**src/rtl/gf2m_serial_mul.sv**
```systemverilog
// gf2m_serial_mul: serial GF(2^DW) multiplier, polynomial basis.
//   res = A*B mod f(x), where f(x) = x^DW + POLY (the x^DW term is implicit).
//   B is consumed MSB-first, one bit per cycle (latency DW). If the macro
//   GF2M_MUL_DIGIT2_EN is defined, two bits are consumed per cycle
//   (latency ceil(DW/2)). Results are identical in both builds.
//
// Ports:
//   clk     in   rising-edge clock
//   rst     in   asynchronous reset, active low
//   start   in   operation request, sampled on a rising edge while idle
//   A       in   [DW-1:0] multiplicand, captured on the accepted start edge
//   B       in   [DW-1:0] multiplier, captured on the accepted start edge
//   res     out  [DW-1:0] registered product, updated only on completion
//   finish  out  result valid and unit idle (forced low while start is high)
//
// state | meaning
// IDLE  | waiting for start; res/done hold the last result
// BUSY  | shifting B through the accumulator, one digit per cycle
module gf2m_serial_mul #(
  parameter int            DW   = 257,
  parameter logic [DW-1:0] POLY = 257'h1001
) (
  input  logic          clk,
  input  logic          rst,
  input  logic          start,
  input  logic [DW-1:0] A,
  input  logic [DW-1:0] B,
  output logic [DW-1:0] res,
  output logic          finish
);

`ifdef GF2M_MUL_DIGIT2_EN
  // An odd DW gets one zero bit on top of B so digits stay 2 bits wide.
  localparam int BW   = DW + (DW % 2);
  localparam int ITER = BW / 2;
`else
  localparam int BW   = DW;
  localparam int ITER = DW;
`endif
  localparam int CW = (ITER > 1) ? $clog2(ITER) : 1;

  typedef enum logic {IDLE, BUSY} state_t;

  state_t        state_q, state_d;
  logic [DW-1:0] a_q, a_d;
  logic [BW-1:0] b_q, b_d;
  logic [DW-1:0] acc_q, acc_d;
  logic [CW-1:0] cnt_q, cnt_d;
  logic [DW-1:0] res_q, res_d;
  logic          done_q, done_d;
  logic [DW-1:0] acc_next;

  // Multiply by x modulo f: shift, then fold the overflowing x^DW term back.
  function automatic logic [DW-1:0] mulx(input logic [DW-1:0] v);
    return {v[DW-2:0], 1'b0} ^ (v[DW-1] ? POLY : '0);
  endfunction

`ifdef GF2M_MUL_DIGIT2_EN
  logic [DW-1:0] ax;
  always_comb begin
    ax       = mulx(a_q);
    acc_next = mulx(mulx(acc_q))
             ^ (b_q[BW-1] ? ax  : '0)
             ^ (b_q[BW-2] ? a_q : '0);
  end
  localparam int SHIFT = 2;
`else
  always_comb begin
    acc_next = mulx(acc_q) ^ (b_q[BW-1] ? a_q : '0);
  end
  localparam int SHIFT = 1;
`endif

  always_comb begin
    state_d = state_q;
    a_d     = a_q;
    b_d     = b_q;
    acc_d   = acc_q;
    cnt_d   = cnt_q;
    res_d   = res_q;
    done_d  = done_q;
    case (state_q)
      IDLE: begin
        if (start) begin
          a_d     = A;
          b_d     = BW'(B);
          acc_d   = '0;
          done_d  = 1'b0;
          cnt_d   = CW'(ITER - 1);
          state_d = BUSY;
        end
      end
      BUSY: begin
        acc_d = acc_next;
        b_d   = b_q << SHIFT;
        if (cnt_q == '0) begin
          res_d   = acc_next;
          done_d  = 1'b1;
          state_d = IDLE;
        end else begin
          cnt_d = cnt_q - 1'b1;
        end
      end
      default: state_d = IDLE;
    endcase
  end

  always_ff @(posedge clk or negedge rst) begin
    if (!rst) begin
      state_q <= IDLE;
      a_q     <= '0;
      b_q     <= '0;
      acc_q   <= '0;
      cnt_q   <= '0;
      res_q   <= '0;
      done_q  <= 1'b0;
    end else begin
      state_q <= state_d;
      a_q     <= a_d;
      b_q     <= b_d;
      acc_q   <= acc_d;
      cnt_q   <= cnt_d;
      res_q   <= res_d;
      done_q  <= done_d;
    end
  end

  // A caller looking at finish in its own start cycle must not see the old result.
  assign finish = done_q & ~start;
  assign res    = res_q;

endmodule
```
**config.mk**
```make
export PLATFORM = sky130hd
export DESIGN_NAME = gf2m_serial_mul
export DESIGN_NICKNAME = d
export VERILOG_FILES = /design/src/rtl/gf2m_serial_mul.sv
export SDC_FILE = /design/constraint.sdc
export NUM_CORES = 1
export LEC_CHECK = 0
export ABC_AREA = 1
export BUFFER_PORTS_ARGS = -buffer_cell sky130_fd_sc_hd__buf_4
export CAP_MARGIN = 25
export CORE_AREA = 8 8 293 295
export CTS_CLUSTER_DIAMETER = 40
export DETAILED_ROUTE_END_ITERATION = 8
export DIE_AREA = 0 0 301 303
export GPL_TIMING_DRIVEN = 0
export PLACE_DENSITY = 0.76
export RECOVER_POWER = 100
export SLEW_MARGIN = 20
export SYNTH_ARGS = -nofsm -noshare
export SYNTH_HDL_FRONTEND = slang
export SYNTH_SLANG_ARGS = --single-unit
```
**constraint.sdc**
```tcl
create_clock -name clk -period 2.4 [get_ports clk]
set_input_delay 0.48 -clock clk [delete_from_list [all_inputs] [get_ports clk]]
set_output_delay 0.48 -clock clk [all_outputs]
set_load 0.02 [all_outputs]
```
== After elaboration in Yosys (flattened, before gate mapping) ==
Cells that the tools add are included.
Storage, ports and cells
  input bits: 517
  bits in registers: 1039
  output and inout bits: 258
  word-level logic and storage cells: 36
Cells by class
  equality and inequality tests: 3
  add/sub/neg operators: 1
  multiplexer cells: 15
  bitwise gates (word level): 5
  reduce and logical (&&, ||, !) cells: 5
Operators with widths (count)
  $pmux 257 s2: 2
  $mux 257: 3
  $xor 257x13->257: 1
  $xor 257x257->257: 1
  $mux 9: 2
  $pmux 9 s2: 1
  $mux 13: 1
  $logic_not 9->1: 1
  $sub 9x1->9 const B: 1
  $reduce_and 2->1: 4
  $mux 1: 4
  $ne 2x2->1 const B: 2
  $pmux 1 s2: 2
  $ne 2x1->1 const B: 1
  $not 1->1: 2
  $and 1x1->1: 1

== Longest topological paths before layout ==
Gate-level depths: netlist of the first run.
  depth after elaboration: 4
  depth in mapped cells: 10
  gate-level depth less buffers: 8

== Worst setup path before layout of the first run ==
OpenSTA, ideal clock, no wires.
  path type: register to register
  from: reg cnt_q[0]
  to: reg res_q[203], in the netlist res[203]
  arrival: 1.553 ns
  setup time: 0.130 ns
  period minus slack after synthesis: 1.683 ns
  slack: 0.717 ns
  cell stages (with the launch flop): 11
  buffers on the path: 3
  data required time: 2.270 ns
  path through: dfrtp_1 > inv_1 > ha_1 > nand2_1 > nor2_1 > nand3_1 > buf_4 > buf_6 > buf_2 > nand2_1 > o21ai_1
On the way
  word-level cells in the longest chain between the ends: 2
RTL lines
  start, declared: line 48  | logic [CW-1:0] cnt_q, cnt_d;
  start signal, assigned: line 122  | cnt_q <= cnt_d;
  $logic_not 9->1: line 96  | if (cnt_q == '0) begin
  $reduce_and 2->1 (no line)
  end signal, assigned: line 123  | res_q <= res_d;
  end, declared: line 49  | logic [DW-1:0] res_q, res_d;
Every way passes these cells.
A chain may end at the register's enable or synchronous reset.

== Worst setup path in the final report of the first run ==
  from: reg state_q
  to: reg acc_q[149]
On the way
  word-level cells in the longest chain between the ends: 2
  elaborated cells on any way between the ends: 3
  classes of those cells: eq/ne (1); mux (1); bitwise (1)
RTL lines
  start, declared: line 44  | state_t state_q, state_d;
  start signal, assigned: line 118  | state_q <= state_d;
  $not 1->1 (no line)
  $pmux 257 s2 or $ne 2x2->1 (tied branches)
  end signal, assigned: line 113  | acc_q <= '0;
  end signal, assigned: line 121  | acc_q <= acc_d;
  end, declared: line 47  | logic [DW-1:0] acc_q, acc_d;
Several ways; a longest one is shown, not always the timed one.

==> impl_metrics.toml, run 1 <==
[timing]
slew_headroom_pct = -18.9
hold_violations = 134
finalSetupTns_ps = -9.28
period_minus_slack_ps = 2410
finalSetupViolCount = 1
max_freq_mhz = 415
layout_worst_path_cycle_share_pct = 100
worst_slew_pin_slew_ps = 1780
fin_ws_ps = -9.28
maxSlewViolCount = 139
hold_slack_ps = -287
skew_ps = 60.1
rsz0062_at_grt = "true"

[synthesis]
netlist_instances = 4565
synth_cell_types = 23
synth_nets = 5083
syn_area_per_cell_um2 = 9.30
yosys_most_used_dff = "dfrtp_1"
ys_seq_elements = 1039
synth_edf_count = 0
synth_area_um2 = 42500
async_flop_share_pct = 100
synth-seq-area-share_pct = 61.2
synth_warnings = 0

[power]
p_leak_uw = 0.0274
peakVddDrop_v = 0.000706
p_per_area_nw_per_um2 = 1260

[clock_network]
cts_tree = "built"
cts.root.buffer_cell = "clkbuf_16"
cts_max_level = 4
cts_made_buffers = 140
cts_hold_buf = 495
clockBufferDepth = 3
clock_sinks = 1039
cts.clk_slew.worst_paths_ps = 60
postCtsSetupRepairBufs = 0
clk-insertion-delay-late_ps = 740

[placed_design]
place_hpwl_um = 104000
portBuffers = 774
pre_cts_ws_ps = -486
place_congestion = 0.918

[die]
num_rows = 105
io_pins = 775
die_x_um = 301
die-area_um2 = 91200
initial_core_util_pct = 52.3
die_y_um = 303
core_area_um2 = 81200

[layout]
final_net_count = 6500
fillers = 5517
final_common_cell = "nand2_1"
multi_input_area_um2 = 14500
mostFrequentLayoutCells = "nand2_1, dfrtp_1, buf_4, dlygate4sd3_1, clkbuf_1"
area_delta_synth_final_pct = 38.5
drive_gt1_share_pct = 15.2
seq_area_um2 = 26000

[critical_path]
critPathMaxFanout = 10
rrSetupSlack_ps = -9
crit_arrival_ps = 2970
reg2reg_from = "state_q$_DFF_PN0_"
endpoint_kind = "register"
start_kind = "register"
cp-startpoint = "state_q$_DFF_PN0_"
path_class = "register to register"
cp.required_ps = 2960

[outcome]
violations = "negative hold slack, max-capacitance violations, max-slew violations, negative setup slack"
status = "complete, but fails checks"

[global_routing]
antenna_found_initial = 28
overflow = 0
grt_pass1_wl_um = 244000
track_usage_pct = 34.6
grt_max_degree = 146
grt_pass1_vias = 42100

[drt]
routed_via_density = 5.54
postRouteAntennaNets = 0
wl_um = 161000
first_pass_iters = 8
wl_per_cell_um = 22.3
vias = 39900
drtIter0Drc = 3710
drcViolationCount = 0

[flow_run]
drv_cap = 1

[worst_hold_path]
min_path_type = "input pin to async pin"
## layout make-up
cell class | count | share of cell area (%)
antenna | 33 | 0.140
inverter | 192 | 1.23
clock inverter | 71 | 1.57
multi-input combinational | 3050 | 24.6
buffer | 282 | 2.21
sequential | 1039 | 44.2
clock buffer | 184 | 6.72
timing repair buffer | 1277 | 17.0
tap | 1070 | 2.28
## sequential cells by signal (all words and copies together), names as in the netlist
| signal | count |
|---|---|
| acc_q | 257 |
| a_q | 257 |
| cnt_q | 9 |
| state_q | 1 |
| b_q | 257 |
| done_q | 1 |
| res | 257 |
## worst paths after layout
check	cells after the start	endpoint
min in group clk	3	b_q[21]$_DFFE_PN0P_
worst max-delay path	8	acc_q[149]$_DFFE_PN0P_
worst max register to register	8	acc_q[149]$_DFFE_PN0P_
max in group asynchronous	4	res[167]$_DFFE_PN0P_
worst min register to register	2	a_q[255]$_DFFE_PN0P_
worst min-delay path	1	b_q[180]$_DFFE_PN0P_
## routing by layer
layer | track usage [%] | wire length [um]
met3 | 8.87 | 14200
met1 | 40.0 | 57400
met5 | 0 | 13
met4 | 24.6 | 13100
met2 | 56.2 | 75900
## power by group
part | internal, uW | switching, uW
Clock | 13000 | 8460
Combinational | 7620 | 14100
Sequential | 25800 | 5040
Total | 46400 | 27600
## worst max-delay path: stages (launching register included)
cell      delay (ps)
dfrtp_1          420
inv_2             70
buf_4            280
nand2_2          250
inv_2            160
buf_2            360
clkbuf_1         410
nand2_1          110
o21ai_0          230
## cell families (layout without fill, tap and decap cells)
logic type | Yosys count | in the layout | share of synthesized area [%]
AND/OR/NAND/NOR | 2045 | 2045 | 18.2
adder cells (fa/ha/maj) | 1 | 1 | 0.0295
XOR/XNOR | 258 | 258 | 5.32
flip-flops | 1039 | 1039 | 61.2
other | 0 | 33 | 0
AO/OA/AOI/OAI | 746 | 746 | 10.5
buffers and inverters | 476 | 2006 | 4.68
## metrics by stage
stage | std cells | area, um^2 | util, % | total power [uW] | hold slack (ps)
after CTS | 7167 | 59700 | 73.5 | 74400 | -260
after global placement | 6409 | 49600 | 61.1 | 51200 | 462
final | 7198 | 58800 | 72.4 | 74000 | -287
after global routing | 7189 | 58800 | 72.4 | 77700 | -241
after floorplan | 4565 | 42500 | - | 43000 | 184
after detailed placement | 6417 | 49800 | 61.4 | 52100 | 465
## what timing repair did
| action | in CTS | in global routing |
|---|---|---|
| resized for setup | 9 | 28 |
| endpoints found under the setup margin | 198 | 129 |
| hold endpoints to repair | 629 | 134 |
## cells in the mapped netlist, types with 2 or more instances
cell / number / share of area (%)
nand2_1: 1986 / 18
dfrtp_1: 1039 / 61
o21ai_1: 299 / 3.5
xor2_1: 258 / 5.3
o21ai_0: 222 / 2.6
inv_1: 187 / 1.7
buf_2: 137 / 1.6
clkbuf_1: 134 / 1.2
o221ai_1: 127 / 2.6
o211ai_1: 95 / 1.7
nand3_1: 39 / 0.46
nor2_1: 14 / 0.12
buf_1: 8 / 0.071
inv_2: 5 / 0.044
buf_6: 3 / 0.080
nand2_2: 3 / 0.044
buf_4: 2 / 0.035
o22ai_1: 2 / 0.029
No activity file was read; power rests on OpenSTA's default activity.
==> run 2: changes to the inputs <==
==> constraint.sdc (replaced) <==
create_clock -name clk -period 2.4 [get_ports clk]
set_input_delay 0.12 -clock clk [delete_from_list [all_inputs] [get_ports clk]]
set_output_delay 0.12 -clock clk [all_outputs]
set_load 0.02 [all_outputs]
==> impl_metrics.toml, run 2 (same netlist as run 1, synthesis figures left out) <==
[die]
die-area_um2 = 91200
core_area_um2 = 81200
num_rows = 105
die_x_um = 301
die_y_um = 303
io_pins = 775
initial_core_util_pct = 52.3

[drt]
drcViolationCount = 0
drtIter0Drc = 3581
vias = 40200
wl_per_cell_um = 22.5
postRouteAntennaNets = 0
first_pass_iters = 6
routed_via_density = 5.57
wl_um = 163000

[clock_network]
cts.clk_slew.worst_paths_ps = 60
postCtsSetupRepairBufs = 0
cts.root.buffer_cell = "clkbuf_16"
cts_max_level = 4
clock_sinks = 1039
clockBufferDepth = 3
cts_made_buffers = 140
clk-insertion-delay-late_ps = 750
cts_tree = "built"

[timing]
skew_ps = 63.0
finalSetupViolCount = 1
hold_slack_ps = -39.6
layout_worst_path_cycle_share_pct = 103
slew_headroom_pct = 11.9
rsz0062_at_grt = "true"
period_minus_slack_ps = 2470
worst_slew_pin_slew_ps = 1320
fin_ws_ps = -70.1
max_freq_mhz = 405
hold_violations = 7
maxSlewViolCount = 0

[critical_path]
critical-path-top-delay-family = "buffers and inverters"
endpoint_kind = "register"
start_kind = "register"
path_class = "register to register"
path_cells = "buf_2 -> clkbuf_2 -> buf_2 -> nand2_1 -> xor2_1 -> o21ai_0"
reg2reg_from = "b_q[256]$_DFFE_PN0P_"
critPathMaxFanout = 10
max_stage_delay_ps = 580
cp-startpoint = "b_q[256]$_DFFE_PN0P_"
cpMostUsedCell = "buf_2"
crit_buf_inv = 3
cp.required_ps = 2950
crit_arrival_ps = 3020
slowest_stage = "o21ai_0"

[layout]
final_net_count = 6524
mostFrequentLayoutCells = "nand2_1, dfrtp_1, buf_4, dlygate4sd3_1, clkbuf_1"
multi_input_area_um2 = 14500
area_delta_synth_final_pct = 39.1
fin_util_pct = 72.7
final_common_cell = "nand2_1"
drive_gt1_share_pct = 15.3
fillers = 5469
finish.instance_area_um2 = 59000
fin_cells = 7225
seq_area_um2 = 26000

[global_routing]
grt_pass1_wl_um = 246000
track_usage_pct = 34.8
overflow = 0
antenna_found_initial = 34
grt_max_degree = 146
grt_pass1_vias = 42400

[placed_design]
placed_area_um2 = 49800
place_congestion = 0.918
portBuffers = 774
dp.cells = 6417
place_hpwl_um = 104000
pre_cts_ws_ps = -232

[power]
p_per_area_nw_per_um2 = 1260
p_leak_uw = 0.0275
peakVddDrop_v = 0.000615

[outcome]
status = "complete, but fails checks"
violations = "negative hold slack, negative setup slack"

[flow_run]
drv_cap = 0

[worst_hold_path]
min_path_type = "input pin to async pin"
[run 2: cell count changes in the layout (fill, tap and decap cells not counted)]
cell / change
buf_4: +1
dlygate4sd3_1: +21
buf_6: +1
diode_2: +3
clkbuf_2: +2
buf_16: -1
inv_1: -1
clkbuf_8: +1
inv_2: +1
buf_2: +4
clkbuf_16: +1
clkbuf_1: -5
buf_1: -1
[run 2: worst paths after layout]
path / to / slack (ps) / cells past startpoint
max reg2reg: acc_q[149]$_DFFE_PN0P_ / -70 / 6
max: acc_q[149]$_DFFE_PN0P_ / -70 / 6
min reg2reg: a_q[245]$_DFFE_PN0P_ / 480 / 2
min: b_q[206]$_DFFE_PN0P_ / -40 / 2
max in group asynchronous: res[167]$_DFFE_PN0P_ / 340 / 5
min in group clk: a_q[198]$_DFFE_PN0P_ / 130 / 4
[run 2: area by class of cell]
| class | instances | area share (%) |
|---|---|---|
| clock inverters | 71 | 1.56 |
| clock buffers | 184 | 6.69 |
| well taps | 1070 | 2.27 |
| plain buffers | 282 | 2.21 |
| inverters | 192 | 1.22 |
| diodes | 36 | 0.153 |
| multi-input cells | 3050 | 24.5 |
| flip-flops and latches | 1039 | 44.0 |
| repair buffers | 1301 | 17.4 |
[run 2: timing repair]
| action | in CTS | in global routing |
|---|---|---|
| resized for setup | 9 | 36 |
| endpoints found under the hold margin | 657 | 0 |
| gates cloned | 0 | 3 |
| endpoints found under the setup margin | 198 | 386 |
| pin swaps | 0 | 0 |
| hold buffers | 516 | 0 |
[run 2: stage by stage]
step / setup TNS [ps] / hold WS, ps / total power, uW
5_1_grt: -178 / 67.4 / 77800
3_5_place_dp: -32030 / 180 / 52100
2_1_floorplan: 0 / -176 / 43000
3_3_place_gp: - / 317 / 51200
6_report: -70.1 / -39.6 / 74200
4_1_cts: 0 / 50.9 / 74500
[run 2: per-layer routing]
metal / routed length, um / track usage, % / share of wire, %
met1: 57600 / 40.1 / 35
met2: 76700 / 56.6 / 47
met3: 14600 / 8.98 / 9.0
met4: 13600 / 24.9 / 8.4
met5: 76 / 0 / 0.047
[run 2: report_power, final]
part / internal (uW) / leakage (uW) / switching [uW]
combinational: 7650 / 0.0120 / 14200
clock: 13000 / 0.00235 / 8500
sequential: 25800 / 0.0131 / 5060
total: 46400 / 0.0275 / 27800
